[src/rtl/fifo_stream_reader_pkg.sv]
// Shared types and constants for the FIFO read-side stream controller.
// Imported by fifo_stream_reader and its skid buffer.
package fifo_stream_reader_pkg;

   localparam int DW_DEF     = 16;
   localparam int SKID_DEPTH = 2;

   typedef enum logic [1:0] {
      IDLE  = 2'd0,
      RUN   = 2'd1,
      DRAIN = 2'd2
   } state_t;

endpackage

[src/rtl/fifo_stream_reader_skid.sv]
// Two-entry skid buffer: push into tail, pop from head, strict FIFO order.
// Head is the registered downstream data word.
module fifo_stream_reader_skid
   import fifo_stream_reader_pkg::*;
#(
   parameter int DW = DW_DEF
) (
   input  logic          clk,
   input  logic          rst_n,
   input  logic          push,
   input  logic [DW-1:0] push_data,
   input  logic          pop,
   output logic [1:0]    occ,
   output logic [DW-1:0] head
);

   logic [DW-1:0] tail;

   always_ff @(posedge clk or negedge rst_n) begin
      if (!rst_n) begin
         occ  <= 2'd0;
         head <= '0;
         tail <= '0;
      end else begin
         unique case (occ)
            2'd0: begin
               if (push) begin
                  head <= push_data;
                  occ  <= 2'd1;
               end
            end
            2'd1: begin
               if (push && pop) begin
                  head <= push_data;
               end else if (push) begin
                  tail <= push_data;
                  occ  <= 2'd2;
               end else if (pop) begin
                  occ  <= 2'd0;
               end
            end
            2'd2: begin
               if (pop) begin
                  head <= tail;
                  if (push) tail <= push_data;
                  else      occ  <= 2'd1;
               end
            end
            default: occ <= 2'd0;
         endcase
      end
   end

endmodule

[src/rtl/fifo_stream_reader.sv]
// Read-side controller: pops a 1-cycle-latency FIFO into a valid/ready
// stream through a 2-entry skid buffer, with run/drain control.
module fifo_stream_reader
   import fifo_stream_reader_pkg::*;
#(
   parameter int DW    = DW_DEF,
   parameter int CNT_W = 16
) (
   input  logic             clk,
   input  logic             rst_n,
   input  logic             enable,
   input  logic             fifo_empty,
   output logic             fifo_rd_en,
   input  logic [DW-1:0]    fifo_rdata,
   output logic             m_valid,
   output logic [DW-1:0]    m_data,
   input  logic             m_ready,
   output logic [CNT_W-1:0] rd_count,
   output logic             busy
);

   state_t     state;
   logic       inflight;
   logic       pop;
   logic [1:0] occ;
   logic [2:0] level;
   logic [2:0] room;

   assign m_valid = (occ != 2'd0);
   assign pop     = m_valid & m_ready;
   assign busy    = (state != IDLE);

   // A pop at this edge frees a slot, so it widens the read window by one.
   assign level      = {1'b0, occ} + {2'b0, inflight};
   assign room       = 3'(SKID_DEPTH) + {2'b0, pop};
   assign fifo_rd_en = (state == RUN) & enable & ~fifo_empty & (level < room);

   fifo_stream_reader_skid #(.DW(DW)) u_buf (
      .clk       (clk),
      .rst_n     (rst_n),
      .push      (inflight),
      .push_data (fifo_rdata),
      .pop       (pop),
      .occ       (occ),
      .head      (m_data)
   );

   always_ff @(posedge clk or negedge rst_n) begin
      if (!rst_n) begin
         state    <= IDLE;
         inflight <= 1'b0;
         rd_count <= '0;
      end else begin
         inflight <= fifo_rd_en;
         if (pop) rd_count <= rd_count + 1'b1;
         unique case (state)
            IDLE:  if (enable) state <= RUN;
            RUN:   if (!enable) state <= DRAIN;
            DRAIN: begin
               if (enable)
                  state <= RUN;
               else if (occ == 2'd0 && !inflight)
                  state <= IDLE;
            end
            default: state <= IDLE;
         endcase
      end
   end

endmodule

[config.mk]
export PLATFORM = sky130hd
export DESIGN_NAME = fifo_stream_reader
export DESIGN_NICKNAME = d
export VERILOG_FILES = /design/src/rtl/fifo_stream_reader_pkg.sv /design/src/rtl/fifo_stream_reader_skid.sv /design/src/rtl/fifo_stream_reader.sv
export SDC_FILE = /design/constraint.sdc
export NUM_CORES = 1
export LEC_CHECK = 0
export BUFFER_PORTS_ARGS = -buffer_cell sky130_fd_sc_hd__buf_2
export CORE_ASPECT_RATIO = 1.2
export CORE_MARGIN = 2
export CORE_UTILIZATION = 25
export DETAILED_ROUTE_END_ITERATION = 16
export GPL_ROUTABILITY_DRIVEN = 0
export SLEW_MARGIN = 10
export SYNTH_ARGS = -nofsm -noshare
export SYNTH_HDL_FRONTEND = slang
export SYNTH_HIERARCHICAL = 1
export SYNTH_SLANG_ARGS = --single-unit
export TNS_END_PERCENT = 1
[constraint.sdc]
create_clock -name clk -period 1.9 [get_ports clk]
set_clock_uncertainty 0.05 [all_clocks]
set_input_delay 0.285 -clock clk [delete_from_list [all_inputs] [get_ports clk]]
set_output_delay 0.285 -clock clk [all_outputs]
set_load 0.02 [all_outputs]
==> metrics.md <==
| Metric | Value |
|---|---|
| Net count after synthesis | a little under 200 |
| Ant. Diodes | 0 |
| Setup ws final | -0.0100 ns |
| TritonCTS clock tree | done |
| Fin crit share | 1.01 |
| DIE HEIGHT | roughly 110 um |
| Inst Count DP | around 360 |
| Die area | ~11000 um^2 |
| FMAX | around 0.52 GHz |
| Slew headroom | 0.696 |
| Failing checks | setup timing |
| Via count | ~1600 |
| PwrDens | between 1000 and 1500 nW/um^2 |
| Post-synth top area cell | dfrtp_1 |
| CP Capture Type | output pin |
| Initial DRC Count | 34 |
| CTS Buf Count | 5 |
| Detail Route Antenna Nets | 0 |
| Yosys cell types | 35 |
| IO buf count | 55 |
| Tightest Pin Transition | approximately 0.46 ns |
| Max IR drop VDD | between 0.0003 and 0.0004 V |
| Setup TNS | -0.0100 ns |
| Clock Tree Root | clkbuf_16 |
| Vias in the first global route | around 1600 |
| Async S/R FF share, synth | 1.00 |
| Final HPWL DP | about 3500 um |
| Top cell type's share of synthesized area | 0.546 |
| GRT Overall Usage | 0.101 |
| Vias per inst | 4.31 |
| Worst skew pair latency | between 0.2 and 0.3 ns |
| Top post-synthesis cells by area | dfrtp_1 (55%), mux2_2 (13%), mux2_4 (6.2%) |
| Fillers | around 1000 |
| CP top delay family | flip-flops |
| Cells after Synth | approximately 180 |
| Remaining DRCs | 0 |
| Per-cell routed wire length | around 13 um |
| Outcome | finished with violations |
| Minimum clock period | approximately 1.9 ns |
| Number of synthesized register bits | 53 |
| CP Data Arrival Time | 1.58 ns |
| # rows | 39 |
| Area of the core | 9470 um^2 |
| Seq/Total Area, Yosys | 0.546 |
| Cell with the largest stage delay on the worst path | dfrtp_2 |
| Post-synth EDFFs | 0 |
| First-pass GRT wire length | 8050 um |
| Drt first pass iters | 4 |
| Worst hold path type | in -> reg |
| Grt total ovfl | 0 |
| Worst-path fanout max | 2 |
| Critical path buffers and inverters | 2 |
| Final Net Count | between 200 and 300 |
| Cell Area, Synth | about 2400 um^2 |
| Layout cells sized above 1 | 0.512 |
| RSZ-0062 raised after global routing | yes |
| Max-Cap Viols | 0 |
| LEAKAGE | roughly 1.4 nW |
| Clock-pin slew on the worst setup and hold paths | ~0.06 ns |
| Die Width | 94.0 um |
| Area Growth Syn to Fin | 29.1% |
| Drt total wl | a little under 5000 um |
| Initial antenna violation count | 0 |
| Setup crit start kind | flop |
| Syn avg cell area | 13.9 um^2 |
| Cells along the critical path | buf_6 -> ha_4 -> ha_4 -> nor3_2 -> and3_4 -> buf_6 |
| Clock Tree Buf Depth | 2 |
| Clk sinks | 53 |
| Setup Viol. Count Final | 1 |
| YS warnings | 6 |
| Io pins | 56 |
| Commonest non-fill, non-tap cell in the layout | buf_2 |
| Commonest non-fill, non-tap cells in the layout | buf_2 (54), dfrtp_1 (51), mux2_2 (28), xnor2_1 (13) |
| H-tree levels | 2 |
| Top FF cell, synth | dfrtp_1 |
| Layout Cells excl Fill | between 300 and 400 |
| Critical Path Max Stage Delay | about 0.4 ns |
| Overall Power | approximately 4.2 mW |
| Kind of critical path | reg -> out |
| Pin count of the biggest net entering global routing | 22 |
| Initial Util | 0.256 |
| Fin. max-slew vios | 0 |
| WP data required | around 1.6 ns |
| Final Hold Viols | 0 |
## flip-flops by register name, indices dropped and copies added (netlist names)
register,flops
u_buf/tail,16
u_buf/occ,2
state,2
u_buf/head,16
inflight,1
rd_count,16
## where the power goes
group          internal (mW)  switching (mW)  leakage, nW
Clock                  0.526           0.380       0.0712
Combinational          0.742           0.734        0.707
Sequential              1.53           0.251        0.670
## logic make-up (layout without fill, tap and decap cells)
family	count (synthesis)	count (layout)	synth area share
AOI/OAI and AO/OA	12	12	0.0366
xor gates and xnor gates	15	15	0.0541
adders and majority gates	3	3	0.0155
buffers and inverters	8	75	0.0237
DFF	53	53	0.546
muxes	48	48	0.238
and+or+nand+nor	36	36	0.0856
## worst reg2reg max path, cell delays in order (launching register included)
cell	delay, ns
dfrtp_2	0.40
or2_4	0.25
nand2_4	0.08
inv_4	0.06
nand2b_4	0.15
a32o_1	0.25
buf_12	0.17
mux2_4	0.30
## cell usage after synthesis (all sizes together), types with 2 or more instances
master and n:
nor2b 3, nand3 4, nand4 4, o22ai 2
xnor2 13, nor3 3, nor2 2, buf 5
dfrtp 53, mux2 48, xor2 2, and3 4
nand2b 4, o21ai 3, a21boi 2, ha 3
inv 3, or2 2, nand2 10
## per-layer routing
metal  part of all wire  GRT usage  up-vias  wire length [um]
met1               0.44      0.122      778              2140
met2               0.48      0.158       37              2340
met4              0.025     0.0522        0               121
met3              0.054     0.0338        6               262
met5                  0          0        -                 0
li1                   -          -      753                 -
## area by class of cell
class,instances,area (um^2),share of cell area
Tap cell,123,154,0.0491
Sequential cell,53,1330,0.424
Multi-Input combinational cell,114,1100,0.350
Timing Repair Buffer,64,393,0.125
Clock buffer,8,146,0.0467
Inverter,3,13.8,0.00439
## worst paths after layout
kind                                    from            end  slack [ns]  cells after the start
worst max-delay path            u_buf/occ[0]     fifo_rd_en       -0.01                      6
worst min-delay path                  enable       state[1]        0.14                      2
worst max register to register  u_buf/occ[0]  u_buf/head[4]        0.07                      7
worst min register to register  rd_count[15]   rd_count[15]        0.42                      1
max in group asynchronous              rst_n    rd_count[9]        0.76                      3
min in group asynchronous              rst_n    rd_count[1]        0.43                      2
## through the flow
| stage | utilization | area [um^2] | hold WS, ns | setup WS [ns] |
|---|---|---|---|---|
| 2_1_floorplan | - | 2450 | -0.0606 | -0.0586 |
| 5_1_grt | 0.331 | 3130 | 0.127 | -0.0922 |
| 3_3_place_gp | 0.308 | 2920 | 0.217 | 0.114 |
| 3_5_place_dp | 0.308 | 2920 | 0.217 | 0.0936 |
| 6_report | 0.331 | 3130 | 0.136 | -0.0100 |
| 4_1_cts | 0.331 | 3130 | 0.126 | -0.0242 |
## repair_timing
action                     CTS  global route
gates cloned                 0             0
setup buffers                1             0
gates resized for setup     11             0
hold buffers                 1             0
hold endpoints to repair    19             0
pin swaps                    2             0
setup endpoints to repair    1             2
(Power assumes the default switching activity.)
